==> config.mk <==
export PLATFORM = sky130hd
export DESIGN_NAME = fifo_rr_arbiter
export DESIGN_NICKNAME = d
export VERILOG_FILES = /design/src/rtl/fifo_arb_pkg.sv /design/src/rtl/fifo_rr_arbiter_rr_pick.sv /design/src/rtl/sync_fifo.sv /design/src/rtl/fifo_rr_arbiter.sv
export SDC_FILE = /design/constraint.sdc
export NUM_CORES = 1
export LEC_CHECK = 0
export BUFFER_PORTS_ARGS = -buffer_cell sky130_fd_sc_hd__buf_2
export CORE_ASPECT_RATIO = 1.1
export CORE_MARGIN = 5
export CORE_UTILIZATION = 40
export CTS_BUF_LIST = sky130_fd_sc_hd__clkbuf_2 sky130_fd_sc_hd__clkbuf_4 sky130_fd_sc_hd__clkbuf_8
export DETAILED_ROUTE_END_ITERATION = 8
export PLACE_DENSITY_LB_ADDON = 0.3
export SLEW_MARGIN = 20
export SYNTH_ARGS = -nofsm -noshare
export SYNTH_HDL_FRONTEND = slang
export SYNTH_SLANG_ARGS = --single-unit
==> constraint.sdc <==
create_clock -name clk -period 6.3 [get_ports clk]
set_clock_uncertainty 0.2 [all_clocks]
set_input_delay 1.89 -clock clk [delete_from_list [all_inputs] [get_ports clk]]
set_output_delay 1.89 -clock clk [all_outputs]
set_load 0.02 [all_outputs]
==> src/rtl/fifo_arb_pkg.sv <==
// Shared types and width helpers for the round-robin FIFO write arbiter.
package fifo_arb_pkg;

    typedef logic [0:0] state_t;

    localparam state_t IDLE  = 1'b0;
    localparam state_t GRANT = 1'b1;

    function automatic int unsigned calc_src_w(input int unsigned num_req);
        return (num_req > 1) ? $clog2(num_req) : 1;
    endfunction

    function automatic int unsigned calc_burst_w(input int unsigned max_burst);
        return (max_burst > 0) ? $clog2(max_burst + 1) : 1;
    endfunction

endpackage

==> src/rtl/fifo_rr_arbiter_rr_pick.sv <==
// Rotating-priority encoder: first set request at or above rr_ptr, wrapping.
module rr_pick #(
    parameter int unsigned NUM_REQ = 4,
    parameter int unsigned IDX_W   = 2
) (
    input  logic [NUM_REQ-1:0] req,
    input  logic [IDX_W-1:0]   rr_ptr,
    output logic               valid,
    output logic [IDX_W-1:0]   idx
);

    int unsigned pos;

    always_comb begin
        valid = 1'b0;
        idx   = '0;
        pos   = 0;
        for (int unsigned off = 0; off < NUM_REQ; off++) begin
            pos = int'(rr_ptr) + off;
            if (pos >= NUM_REQ) pos = pos - NUM_REQ;
            if (!valid && req[pos]) begin
                valid = 1'b1;
                idx   = IDX_W'(pos);
            end
        end
    end

endmodule

==> src/rtl/sync_fifo.sv <==
// Synchronous FIFO: registered write, asynchronous read, extra-MSB pointers.
module sync_fifo #(
    parameter int unsigned DATA_WIDTH = 8,
    parameter int unsigned DEPTH      = 8
) (
    input  logic                  clk,
    input  logic                  n_rst,
    input  logic                  wr_en,
    input  logic [DATA_WIDTH-1:0] wr_data,
    input  logic                  rd_en,
    output logic [DATA_WIDTH-1:0] rd_data,
    output logic                  empty,
    output logic                  full
);

    localparam int unsigned AW = $clog2(DEPTH);

    logic [DATA_WIDTH-1:0] mem [DEPTH];
    logic [AW:0]           wr_ptr;
    logic [AW:0]           rd_ptr;
    logic                  push;
    logic                  pop;

    assign empty = (wr_ptr == rd_ptr);
    assign full  = (wr_ptr[AW] != rd_ptr[AW]) && (wr_ptr[AW-1:0] == rd_ptr[AW-1:0]);
    // Full/empty come from the current pointers, so a pop never frees room for a same-cycle push.
    assign push  = wr_en & ~full;
    assign pop   = rd_en & ~empty;

    assign rd_data = mem[rd_ptr[AW-1:0]];

    always_ff @(posedge clk or negedge n_rst) begin
        if (!n_rst) begin
            wr_ptr <= '0;
            rd_ptr <= '0;
        end else begin
            if (push) wr_ptr <= wr_ptr + 1'b1;
            if (pop)  rd_ptr <= rd_ptr + 1'b1;
        end
    end

    always_ff @(posedge clk) begin
        if (push) mem[wr_ptr[AW-1:0]] <= wr_data;
    end

endmodule

==> src/rtl/fifo_rr_arbiter.sv <==
// Round-robin burst write arbiter merging NUM_REQ producers into one tagged FIFO.
module fifo_rr_arbiter
    import fifo_arb_pkg::*;
#(
    parameter int unsigned NUM_REQ    = 4,
    parameter int unsigned DATA_WIDTH = 8,
    parameter int unsigned FIFO_DEPTH = 8,
    parameter int unsigned MAX_BURST  = 4
) (
    input  logic                          clk,
    input  logic                          n_rst,
    input  logic [NUM_REQ-1:0]            i_req,
    input  logic [NUM_REQ-1:0]            i_req_last,
    input  logic [NUM_REQ*DATA_WIDTH-1:0] i_data,
    output logic [NUM_REQ-1:0]            o_ack,
    input  logic                          i_rd_en,
    output logic [DATA_WIDTH-1:0]         o_data_out,
    output logic [$clog2(NUM_REQ)-1:0]    o_src_id,
    output logic                          o_fifo_empty,
    output logic                          o_fifo_full
);

    localparam int unsigned SRC_W = calc_src_w(NUM_REQ);
    localparam int unsigned BW    = calc_burst_w(MAX_BURST);

    state_t                      state;
    logic [SRC_W-1:0]            rr_ptr;
    logic [SRC_W-1:0]            gnt_id;
    logic [BW-1:0]               burst_cnt;

    logic                        pick_valid;
    logic [SRC_W-1:0]            pick_idx;
    logic                        ack_en;
    logic                        gnt_req;
    logic                        gnt_last;
    logic [DATA_WIDTH-1:0]       gnt_data;
    logic                        burst_done;
    logic                        release_gnt;
    logic [SRC_W-1:0]            next_ptr;
    logic [SRC_W+DATA_WIDTH-1:0] fifo_rd_data;

    rr_pick #(
        .NUM_REQ (NUM_REQ),
        .IDX_W   (SRC_W)
    ) u_rr_pick (
        .req    (i_req),
        .rr_ptr (rr_ptr),
        .valid  (pick_valid),
        .idx    (pick_idx)
    );

    always_comb begin
        gnt_req  = 1'b0;
        gnt_last = 1'b0;
        gnt_data = '0;
        for (int unsigned k = 0; k < NUM_REQ; k++) begin
            if (gnt_id == SRC_W'(k)) begin
                gnt_req  = i_req[k];
                gnt_last = i_req_last[k];
                gnt_data = i_data[k*DATA_WIDTH +: DATA_WIDTH];
            end
        end
    end

    // Ack is combinational so an asynchronous reset drops it without a clock edge.
    assign ack_en = (state == GRANT) & gnt_req & ~o_fifo_full;

    always_comb begin
        o_ack = '0;
        for (int unsigned k = 0; k < NUM_REQ; k++) begin
            if (gnt_id == SRC_W'(k)) o_ack[k] = ack_en;
        end
    end

    assign burst_done  = (burst_cnt == BW'(MAX_BURST - 1));
    assign release_gnt = (state == GRANT) & (~gnt_req | (ack_en & (gnt_last | burst_done)));
    assign next_ptr    = (gnt_id == SRC_W'(NUM_REQ - 1)) ? '0 : gnt_id + 1'b1;

    always_ff @(posedge clk or negedge n_rst) begin
        if (!n_rst) begin
            state     <= IDLE;
            rr_ptr    <= '0;
            gnt_id    <= '0;
            burst_cnt <= '0;
        end else begin
            case (state)
                IDLE: begin
                    if (pick_valid) begin
                        gnt_id    <= pick_idx;
                        burst_cnt <= '0;
                        state     <= GRANT;
                    end
                end
                GRANT: begin
                    if (release_gnt) begin
                        state  <= IDLE;
                        rr_ptr <= next_ptr;
                    end else if (ack_en) begin
                        burst_cnt <= burst_cnt + 1'b1;
                    end
                end
                default: state <= IDLE;
            endcase
        end
    end

    sync_fifo #(
        .DATA_WIDTH (SRC_W + DATA_WIDTH),
        .DEPTH      (FIFO_DEPTH)
    ) u_fifo (
        .clk     (clk),
        .n_rst   (n_rst),
        .wr_en   (ack_en),
        .wr_data ({gnt_id, gnt_data}),
        .rd_en   (i_rd_en),
        .rd_data (fifo_rd_data),
        .empty   (o_fifo_empty),
        .full    (o_fifo_full)
    );

    assign {o_src_id, o_data_out} = fifo_rd_data;

endmodule
==> results.json <==
{
  "end_kind": "output port",
  "place_congestion": 0.825,
  "finalCritPeriodShare_pct": 85.2,
  "power_switching_uw": 915,
  "synth_fp_nets": 336,
  "crit_path_end": "o_ack[2]",
  "fmax_ghz": 0.186,
  "grt_max_degree": 25,
  "vias": 2476,
  "fin_nets": 396,
  "rsz0062_at_grt": "false",
  "p_clk_share_pct": 17.1,
  "numCtsBuffers": 9,
  "hold_class": "flop to flop",
  "switching_share_pct": 36.4,
  "multi_input_area_mm2": 0.00145,
  "power_mw": 2.51,
  "cts_setup_buffers": 0,
  "clock-root-buffer": "clkbuf_8",
  "slew_headroom_pct": 27.0,
  "r2r_slack_ps": 2550,
  "grtUsageTotal_pct": 14.2,
  "r2r_end": "u_fifo.mem[7][9]",
  "antenna_found_initial": 0,
  "intPower_mw": 1.60,
  "required_ps": 4210,
  "synthMuxAreaShare_pct": 14.5,
  "coreArea_mm2": 0.0105,
  "worstReg2RegStart": "gnt_id[0]",
  "period_needed_ps": 5370,
  "seq_area_frac_synth_pct": 64.6,
  "yosys_warnings": 0,
  "hold_viol": 0,
  "h-tree-depth": 3,
  "status": "finished, final reports clean",
  "layout-drive-gt1-share_pct": 33.7,
  "cp-startpoint": "i_req[1]",
  "avgViaCountPerCell": 5.02,
  "ys.flop_type": "edfxtp_1",
  "syn2layout_area_growth_pct": 16.1,
  "pwr-share-seq_pct": 42.6,
  "cts_tree": "yes",
  "power.density_mw_per_mm2": 499,
  "synthAdderAreaFrac_pct": 2.31,
  "design_area_mm2": 0.00503,
  "die_w_um": 109,
  "synthSimpleGateAreaFrac_pct": 8.48,
  "num_rows": 39,
  "clk_latency_ps": 350,
  "synth_compound_area_share_pct": 5.48,
  "crit_fanout": 6,
  "clockBufferDepth": 2,
  "ant_nets": 0,
  "maxCapViolations": 0,
  "avgSynthCellArea_um2": 15.2,
  "postCtsHoldBufs": 0,
  "synth_cell_types": 40,
  "die-area_mm2": 0.0130,
  "worst_pin_slew_ps": 1100,
  "p_comb_share_pct": 40.3,
  "io_buffers": 58,
  "netlist_instances": 285,
  "cts_resized": 0,
  "ys_seq_elements": 96,
  "reg2reg_depth": 6,
  "dp_hpwl_um": 5620,
  "crit_arrival_ps": 3280,
  "netlist_area_mm2": 0.00434,
  "grt_pass1_wl_um": 13800,
  "synth_xor_area_share_pct": 2.02,
  "drt_pass1_iterations": 4,
  "drv_slew": 0,
  "p_leak_nw": 1.83,
  "synth_top_family_by_area": "multiplexers",
  "grt_pass1_vias": 2631,
  "synthArstFlopShare_pct": 16.7,
  "ir_worst_vdd_v": 0.000266,
  "place_area_mm2": 0.00482,
  "wl_per_cell_um": 17.1,
  "seq_area_mm2": 0.00280,
  "io_pins": 59,
  "drc_errors": 0,
  "finalSetupViolCount": 0,
  "clock-sinks": 96,
  "start_util_pct": 41.3,
  "fin_setup_tns_ps": 0,
  "clkTransAtPathRegs_ps": 90,
  "path_class": "input pin to output port",
  "startpoint_type": "input pin",
  "fillCellCount": 936,
  "grt.overflow.total": 0,
  "wirelength_um": 8450,
  "die_h_um": 119,
  "antennaDiodeCount": 0,
  "fin_util_pct": 48.0,
  "drt_iter0_markers": 70,
  "synth_edf_count": 80
}
==> power by group through the flow <==
| stage | registers (mW) | logic (mW) | clock network (mW) |
|---|---|---|---|
| floorplan | 0.992 | 0.825 | 0 |
| global placement | 1.08 | 1.00 | 0 |
| detailed placement | 1.09 | 1.03 | 0 |
| CTS | 1.07 | 1.03 | 0.442 |
| global route | 1.09 | 1.13 | 0.468 |
| finish | 1.07 | 1.01 | 0.430 |
==> layout make-up <==
class	instances	share of cell area, %
Clock inverter	7	1.86
Sequential cell	96	55.7
Multi-Input combinational cell	162	28.8
Tap cell	143	3.55
Inverter	10	0.746
Clock buffer	9	2.46
Timing Repair Buffer	66	6.96
==> layer usage <==
metal  wire length (um)  vias up  track usage (%)
met3                387        9             2.87
met5                  0        -                0
met4                150        0             6.16
li1                   -     1201                -
met1               3760     1203             18.7
met2               4150       63             22.8
==> synthesized netlist by cell type, drive strengths merged, types with 2 or more instances <==
cell type | count | area share, %
edfxtp | 80 | 55
nand2 | 30 | 2.6
mux4 | 20 | 10
a21oi | 19 | 2.2
dfrtp | 16 | 9.2
mux2 | 13 | 3.4
o21ai | 11 | 1.3
nand3b | 10 | 1.7
clkbuf | 9 | 0.78
inv | 9 | 0.78
buf | 8 | 1.0
ha | 8 | 2.3
xnor2 | 8 | 1.6
nor2 | 6 | 0.52
and2 | 4 | 0.58
nor3 | 4 | 0.72
mux2i | 3 | 0.69
nor3b | 3 | 0.52
nand3 | 2 | 0.23
nand4 | 2 | 0.29
nor2b | 2 | 0.29
nor4b | 2 | 0.40
o22ai | 2 | 0.29
xor2 | 2 | 0.40
==> cell families after synthesis <==
group	count (synthesis)
simple gates	68
mux	36
fa+ha+maj	8
compound gates	40
xor+xnor	10
flops	96
buf+inv	27
==> worst max-delay path, stage by stage <==
cell	delay (ps)
buf_2	120
a211oi_1	70
a211o_1	370
nor3_1	470
and2_1	200
buf_2	160
==> layout by cell type (no fill, tap or decap), types with 2 or more instances in the layout <==
| cell | n |
|---|---|
| nand3b_1 | 10 |
| inv_1 | 9 |
| buf_4 | 8 |
| mux2i_1 | 3 |
| xor2_1 | 2 |
| clkinv_4 | 2 |
| nor2_1 | 6 |
| nor2b_1 | 2 |
| mux2_2 | 10 |
| edfxtp_1 | 80 |
| a21oi_1 | 19 |
| o21ai_1 | 11 |
| ha_1 | 8 |
| nand2_1 | 30 |
| nand4_1 | 2 |
| buf_2 | 58 |
| bufinv_16 | 2 |
| and2_1 | 4 |
| mux2_1 | 3 |
| clkbuf_8 | 9 |
| dfrtp_1 | 16 |
| nor3_1 | 3 |
| nand3_1 | 2 |
| nor3b_1 | 3 |
| mux4_2 | 20 |
| xnor2_1 | 8 |
| o22ai_1 | 2 |
| clkinv_1 | 3 |
==> sequential cells by signal (all words and copies together), names as in the netlist <==
register,flops
u_fifo.rd_ptr,4
gnt_id,2
u_fifo.mem,80
state,1
burst_cnt,3
rr_ptr,2
u_fifo.wr_ptr,4
==> worst min-delay path by stage <==
stage                     startpoint          endpoint  slack, ps  cells after the start
global route        u_fifo.wr_ptr[3]  u_fifo.wr_ptr[3]        310                      1
global placement        burst_cnt[0]      burst_cnt[0]        270                      1
finish              u_fifo.wr_ptr[3]  u_fifo.wr_ptr[3]        300                      1
floorplan               burst_cnt[0]      burst_cnt[0]        250                      1
detailed placement  u_fifo.wr_ptr[3]  u_fifo.wr_ptr[3]        290                      1
CTS                 u_fifo.wr_ptr[3]  u_fifo.wr_ptr[3]        300                      1
==> through the flow <==
stage	instances	setup WS (ps)	hold WS, ps
2_1_floorplan	285	1340	255
3_3_place_gp	477	965	268
3_5_place_dp	477	918	286
4_1_cts	493	910	302
5_1_grt	493	747	306
6_report	493	932	299
No activity file was read; power rests on OpenSTA's default activity.
